## config.mk

```make
export PLATFORM = sky130hd
export DESIGN_NAME = fifo_push_arbiter
export DESIGN_NICKNAME = d
export VERILOG_FILES = /design/src/rtl/fifo_push_arbiter.sv
export SDC_FILE = /design/constraint.sdc
export NUM_CORES = 1
export LEC_CHECK = 0
export BUFFER_PORTS_ARGS = -buffer_cell sky130_fd_sc_hd__buf_4
export CAP_MARGIN = 10
export CORE_ASPECT_RATIO = 0.7
export CORE_MARGIN = 4
export CORE_UTILIZATION = 38
export DETAILED_ROUTE_END_ITERATION = 12
export GPL_TIMING_DRIVEN = 0
export PLACE_DENSITY = 0.83
export SKIP_CTS_REPAIR_TIMING = 1
export SLEW_MARGIN = 15
export SYNTH_ARGS = -nofsm -noshare
export SYNTH_HDL_FRONTEND = slang
export SYNTH_SLANG_ARGS = --single-unit
```

## constraint.sdc

```tcl
create_clock -name clk -period 3.6 [get_ports clk]
set_clock_uncertainty 0.1 [all_clocks]
set_input_delay 0.54 -clock clk [delete_from_list [all_inputs] [get_ports clk]]
set_output_delay 0.54 -clock clk [all_outputs]
set_load 0.01 [all_outputs]
```

## src/rtl/fifo_push_arbiter.sv

```systemverilog
// Round-robin push arbiter sharing one FIFO write port among NUM_REQ requesters, with burst locking.
// Optional per-requester stall counters are built only when FIFO_ARB_STALL_CNT_EN is defined.
module fifo_push_arbiter #(
  parameter int NUM_REQ = 4,
  parameter int DATA_W  = 32,
  parameter int CNT_W   = 8
) (
  input  logic                      clk,
  input  logic                      rst_n,
  input  logic [NUM_REQ-1:0]        req,
  input  logic [NUM_REQ-1:0]        req_last,
  input  logic [NUM_REQ*DATA_W-1:0] req_data,
  output logic [NUM_REQ-1:0]        grant,
  input  logic                      fifo_full,
  output logic                      fifo_push_en,
  output logic [DATA_W-1:0]         fifo_data,
  output logic                      locked,
  input  logic                      stall_clr,
  output logic [NUM_REQ*CNT_W-1:0]  stall_cnt
);

  localparam int IDX_W = (NUM_REQ > 1) ? $clog2(NUM_REQ) : 1;

  typedef enum logic {
    IDLE   = 1'b0,
    LOCKED = 1'b1
  } state_e;

  state_e           state_q, state_d;
  logic [IDX_W-1:0] ptr_q, ptr_d;
  logic [IDX_W-1:0] owner_q, owner_d;

  logic             gnt_vld;
  logic [IDX_W-1:0] gnt_idx;
  logic             xfer;
  logic             xfer_last;

  function automatic logic [IDX_W-1:0] next_idx(input logic [IDX_W-1:0] i);
    if (int'(i) == NUM_REQ - 1) return '0;
    return i + IDX_W'(1);
  endfunction

  // Winner selection: scan from the highest offset down so the lowest offset from ptr wins.
  always_comb begin
    int j;
    gnt_vld = 1'b0;
    gnt_idx = '0;
    j       = 0;
    if (!fifo_full) begin
      if (state_q == LOCKED) begin
        if (req[owner_q]) begin
          gnt_vld = 1'b1;
          gnt_idx = owner_q;
        end
      end else begin
        for (int k = NUM_REQ - 1; k >= 0; k--) begin
          j = (int'(ptr_q) + k) % NUM_REQ;
          if (req[j]) begin
            gnt_vld = 1'b1;
            gnt_idx = IDX_W'(j);
          end
        end
      end
    end
  end

  assign xfer      = gnt_vld;
  assign xfer_last = req_last[gnt_idx];

  always_ff @(posedge clk or negedge rst_n) begin
    if (!rst_n) begin
      state_q <= IDLE;
      ptr_q   <= '0;
      owner_q <= '0;
    end else begin
      state_q <= state_d;
      ptr_q   <= ptr_d;
      owner_q <= owner_d;
    end
  end

  always_comb begin
    state_d = state_q;
    ptr_d   = ptr_q;
    owner_d = owner_q;
    if (xfer) begin
      case (state_q)
        IDLE: begin
          if (xfer_last) begin
            ptr_d = next_idx(gnt_idx);
          end else begin
            state_d = LOCKED;
            owner_d = gnt_idx;
          end
        end
        LOCKED: begin
          if (xfer_last) begin
            state_d = IDLE;
            ptr_d   = next_idx(owner_q);
          end
        end
        default: state_d = IDLE;
      endcase
    end
  end

  always_comb begin
    grant     = '0;
    fifo_data = '0;
    if (gnt_vld) begin
      grant[gnt_idx] = 1'b1;
      fifo_data      = req_data[int'(gnt_idx)*DATA_W +: DATA_W];
    end
    fifo_push_en = |(req & grant);
    locked       = (state_q == LOCKED);
  end

`ifdef FIFO_ARB_STALL_CNT_EN
  logic [NUM_REQ-1:0][CNT_W-1:0] cnt_q, cnt_d;

  // A requester stalls when it asks but is not granted; counters saturate instead of wrapping.
  always_comb begin
    for (int i = 0; i < NUM_REQ; i++) begin
      cnt_d[i] = cnt_q[i];
      if (stall_clr) begin
        cnt_d[i] = '0;
      end else if (req[i] && !grant[i] && (cnt_q[i] != {CNT_W{1'b1}})) begin
        cnt_d[i] = cnt_q[i] + CNT_W'(1);
      end
    end
  end

  always_ff @(posedge clk or negedge rst_n) begin
    if (!rst_n) begin
      cnt_q <= '0;
    end else begin
      cnt_q <= cnt_d;
    end
  end

  assign stall_cnt = cnt_q;
`else
  logic unused_stall_clr;
  assign unused_stall_clr = stall_clr;
  assign stall_cnt        = '0;
`endif

endmodule
```

## Yosys cells after proc, flatten, opt, wreduce, memory -nomap -nowiden

Cells that the tools add are included.

| storage, ports and cells | value |
|---|---|
| register bits | 5 |
| input port bits | 140 |
| output and inout port bits | 70 |
| logic and storage cells | 82 |

| operators by class | value |
|---|---|
| add/subtract/negate cells | 5 |
| magnitude comparators | 7 |
| eq/ne operators | 4 |
| shift-type cells | 1 |
| multiplexer cells | 49 |
| bitwise gates (word level) | 6 |
| reductions and logical operators | 7 |

Operators by type and width:

| cell | number |
|---|---|
| 128-bit by 8-bit indexed part select with 32-bit output | 1 |
| 32-bit 2-to-1 mux | 1 |
| 1-bit 2-to-1 mux | 26 |
| 2-bit 2-to-1 mux | 13 |
| 1-bit binary-select mux with 2-bit select | 6 |
| 3-bit by 4-bit less-than comparator with 1-bit output, second input constant | 3 |
| 2-bit by 3-bit less-than comparator with 1-bit output, second input constant | 3 |
| 2-bit by 1-bit adder with 2-bit output, second input constant | 3 |
| 3-bit AND reduction | 2 |
| 2-bit OR reduction | 3 |
| 2-bit adder, second input constant | 2 |
| 4-bit AND | 1 |
| 2-bit by 1-bit equality test with 1-bit output, second input constant | 2 |
| 4-bit 2-to-1 mux | 1 |
| 2-bit case mux with 2 select lines | 1 |
| 4-bit OR reduction | 1 |
| 1-bit AND, first input constant | 3 |
| 1-bit demux with 2-bit select | 1 |
| 2-bit by 1-bit >= comparator with 1-bit output, second input constant | 1 |
| 2-bit by 1-bit inequality test with 1-bit output, second input constant | 1 |
| 2-bit inequality test, second input constant | 1 |
| 1-bit NOT | 2 |
| 1-bit logical AND | 1 |

## Longest topological paths before layout

| depth | value |
|---|---|
| depth in word-level cells | 20 |
| depth in mapped cells | 12 |

## Least setup slack after synthesis

OpenSTA, ideal clock, no wires.

| timing path | value |
|---|---|
| kind | input-to-output |
| start point | input req[3] |
| end point | output fifo_push_en |
| data arrival time | 2738 ps |
| slack | 222 ps |
| stages on the path | 12 |
| buffers on the path | 4 |
| cell sequence | buf_2 nor2b_1 or4_1 a31oi_2 buf_6 buf_6 buf_2 inv_1 ha_1 a22o_1 a221oi_1 a21oi_1 |

| on the way | value |
|---|---|
| word-level cells in the longest chain between the ends | 16 |
| elaborated cells on any way between the ends | 35 |
| those cells by class | order compare: 2; mux: 30; bitwise: 1; reduce/logical: 2 |

RTL lines:

| what | RTL line | RTL |
|---|---|---|
| start, declared | 10 | `input logic [NUM_REQ-1:0] req,` |
| 1-bit binary-select mux with 2-bit select | 58 | `if (req[j]) begin` |
| 1-bit 2-to-1 mux (implied by the code) (2 in a row) | 58 |  |
| 2-bit 2-to-1 mux (4 in a row) | 58 |  |
| 2-bit 2-to-1 mux * | 50 | `if (state_q == LOCKED) begin` |
| 2-bit 2-to-1 mux * | 49 | `if (!fifo_full) begin` |
| named net gnt_idx[0] | 34 | `logic [IDX_W-1:0] gnt_idx;` |
| 2-bit by 3-bit less-than comparator with 1-bit output (implied by the code) or 2-bit by 1-bit >= comparator with 1-bit output (tied branches) | 111 | `grant[gnt_idx] = 1'b1;` |
| 1-bit logical AND (implied by the code) | 111 |  |
| 1-bit 2-to-1 mux (implied by the code) | 111 |  |
| 1-bit demux with 2-bit select * | 111 |  |
| 4-bit 2-to-1 mux * | 110 | `if (gnt_vld) begin` |
| 4-bit AND * | 114 | `fifo_push_en = \|(req & grant);` |
| 4-bit OR reduction * | 114 |  |
| end, declared | 15 | `output logic fifo_push_en,` |

The timed path passes the listed nets; every way through them passes the cells marked *. The select of a mux whose other input is x is not followed.

## Worst setup path in the final report

| timing path | value |
|---|---|
| start point | input req[0] |
| end point | output fifo_push_en |

| on the way | value |
|---|---|
| word-level cells in the longest chain between the ends | 16 |
| elaborated cells on any way between the ends | 35 |
| those cells by class | order compare: 2; mux: 30; bitwise: 1; reduce/logical: 2 |

RTL lines:

| what | RTL line |
|---|---|
| 1-bit binary-select mux with 2-bit select | 58 |
| 1-bit 2-to-1 mux (implied by the code) (2 in a row) | 58 |
| 2-bit 2-to-1 mux (4 in a row) | 58 |
| 2-bit 2-to-1 mux | 50 |
| 2-bit 2-to-1 mux | 49 |
| 2-bit by 3-bit less-than comparator with 1-bit output (implied by the code) or 2-bit by 1-bit >= comparator with 1-bit output (tied branches) | 111 |
| 1-bit logical AND (implied by the code) | 111 |
| 1-bit 2-to-1 mux (implied by the code) | 111 |
| 1-bit demux with 2-bit select | 111 |
| 4-bit 2-to-1 mux | 110 |
| 4-bit AND * | 114 |
| 4-bit OR reduction * | 114 |

Mark *: on every way between the ends. The rest lies on a longest branch, timed or not. The select of a mux whose other input is x is not followed.

==> results.cfg <==
[routing]
drt-vias-per-instance = 5.07
drc = 0
route.vias.total = 2729
drtAntennaViolNets = 0
drtPass1Iterations = 4
routedWlPerCell_microns = 16.0
dr.first_iter.drc_count = 75
wirelength_microns = 8630

[power]
total_power_uw = 1850
p_switching_uw = 905
irDropWorstVdd_mv = 0.287
power_frac_seq = 0.066
power.density_nw_per_um2 = 486
power_frac_comb = 0.879
cellLeakagePower_uw = 0.00179
p_sw_frac = 0.489
pwr-share-clk = 0.055
p_int_uw = 946

[setup_path]
start_kind = primary input
cpMaxStageDelayCell = or4b_4
worst_path_dominant_cell_family = simple AND/OR/NAND/NOR gates
cp-end-kind = primary output
cp_num_cells = 12
cp-startpoint = req[0]
path_cells = buf_4 -> nor2b_1 -> or4b_4 -> a31oi_4 -> buf_8 -> buf_12 -> inv_1 -> ha_1 -> a22o_1 -> a221oi_2 -> a21oi_1 -> buf_4
worstPathMaxFanout = 20
cpMostUsedCell = buf_4
critPathKind = in -> out
cp_num_buf_inv = 5
rrSetupSlack_ns = 0.95
max_stage_delay_ns = 0.56
rr_startpoint = ptr_q[0]
worstPathArrival_ns = 2.83
required_ns = 2.96
worst_r2r_path_depth = 8

[timing]
grt_setup_unrepaired = false
post-route-period-util = 0.964
timing.slew.headroom = 0.526
worst_slack_ns = 0.130
tns_ns = 0
fmax_mhz = 288
hold_violations = 0
drv_slew = 0
min_period_ns = 3.47
setup_viol = 0
tightest_slew_ns = 0.711

[die]
num_rows = 22
die_w_microns = 98.7
ios = 210
initial_core_util = 0.406
dieArea_sq_um = 7060
core_area_sq_um = 5400
chipHeight_microns = 71.5

[global_routing]
grt_pass1_wl_microns = 13600
grt_overflow_total = 0
grt_pass1_vias = 2859
grt_usage = 0.229
grt_max_degree = 12
antenna_found_initial = 0

[synthesis]
synth_cell_types = 38
synth-compound-area-share = 0.364
ys_async_sr_fraction = 1.00
synth_top_family_by_area = compound AO/OA/AOI/OAI gates
synth_top_area_frac = 0.172
synth_mux_area_frac = 0.195
synth_xor_area_frac = 0
syn_area_sq_um = 2190
syn_inst = 255
syn_area_per_cell_sq_um = 8.58
yosys-top-cells-area = a221oi_2 (17%), mux2i_1 (17%), buf_4 (11%)
synth_edf_count = 0
yosys_most_used_dff = dfrtp_1
synthSimpleGateAreaFrac = 0.161
ys_seq_area_frac = 0.0572
synth_area_leader_cell = a221oi_2
synth-seq-cells = 5
synth_fa_ha_area_frac = 0.0286
yosys_warnings = 0

[final_layout]
utilization = 0.706
final_cell_mix = buf_4 (210), mux2i_1 (37), nor2b_1 (36)
final_common_cell = buf_4
n_antenna_cell = 0
layout-drive-gt1-share = 0.562
nets = 612
design_area_sq_um = 3810
synthToLayoutAreaGrowth_pct = 74.1

[clocking]
insertion_delay_ns = 0.22
numCtsBuffers = 3
clockBufferDepth = 2
clk_pin_slew_worst_paths_ns = 0.04
cts_tree = yes
htree_num_levels = 1
cts_root_buf = clkbuf_8
numClockSinks = 5

[place]
io_buffers = 175
dp_hpwl_microns = 7470
dpl_cell_area_sq_um = 3710
place_ws_ns = -0.285
gp_congestion = 0.899

[flow_run]
cap_violations = 0

[worst_hold_path]
worstHoldPathType = in -> async

[outcome]
outcome = finished clean
## registers in the layout (all words and copies together) (netlist names)
name	count
ptr_q	2
owner_q	2
locked	1
## layer usage
| metal | share of wire | GRT usage | up-vias |
|---|---|---|---|
| li1 | - | - | 1342 |
| met1 | 0.40 | 0.271 | 1242 |
| met2 | 0.50 | 0.429 | 133 |
| met3 | 0.077 | 0.0447 | 12 |
| met4 | 0.016 | 0.0530 | 0 |
| met5 | 0 | 0 | - |
## Yosys cell counts, types with 3 or more instances
library cell   n
mux2i_1       37
nor2b_1       36
buf_4         33
a211oi_1      32
a221oi_2      25
clkbuf_1      12
a221oi_1       8
buf_2          8
nor2_1         7
dfrtp_1        5
ha_1           5
a21oi_1        4
and2_1         4
buf_6          4
inv_1          3
nand2_1        3
nor3_1         3
## metrics by stage
step / cells / hold WS [ns]
2_1_floorplan: 286 / 0.144
3_5_place_dp: 533 / 0.242
3_3_place_gp: 533 / 0.240
4_1_cts: 537 / 0.0128
5_1_grt: 538 / 0.0178
6_report: 538 / 0.0138
## kinds of logic after synthesis
kind of cell,count (synthesis)
AOI/OAI and AO/OA,80
buffers and inverters,63
and+or+nand+nor,60
muxes,41
adders and majority gates,5
DFF,5
other,1
## final timing paths
path	end
setup / recovery	fifo_push_en
hold / removal	owner_q[0]
setup reg to reg	owner_q[0]
hold reg to reg	ptr_q[0]
max in group asynchronous	owner_q[1]
min in group clk	ptr_q[0]
## layout make-up
cell class / instances / area [sq um]
timing repair buffer: 177 / 1330
clock buffer: 4 / 45.0
sequential: 5 / 125
fill: 444 / 1590
multi-input combinational: 218 / 1790
inverter: 4 / 15.0
buffer: 58 / 418
tap: 72 / 90.1
## power by group through the flow
| stage | Combinational [uW] | Sequential [uW] | Clock, uW |
|---|---|---|---|
| global route | 1770 | 126 | 106 |
| global placement | 1560 | 117 | 0 |
| floorplan | 1020 | 110 | 0 |
| detailed placement | 1580 | 119 | 0 |
| finish | 1630 | 122 | 102 |
| CTS | 1590 | 119 | 103 |
No activity file was read; power rests on OpenSTA's default activity.
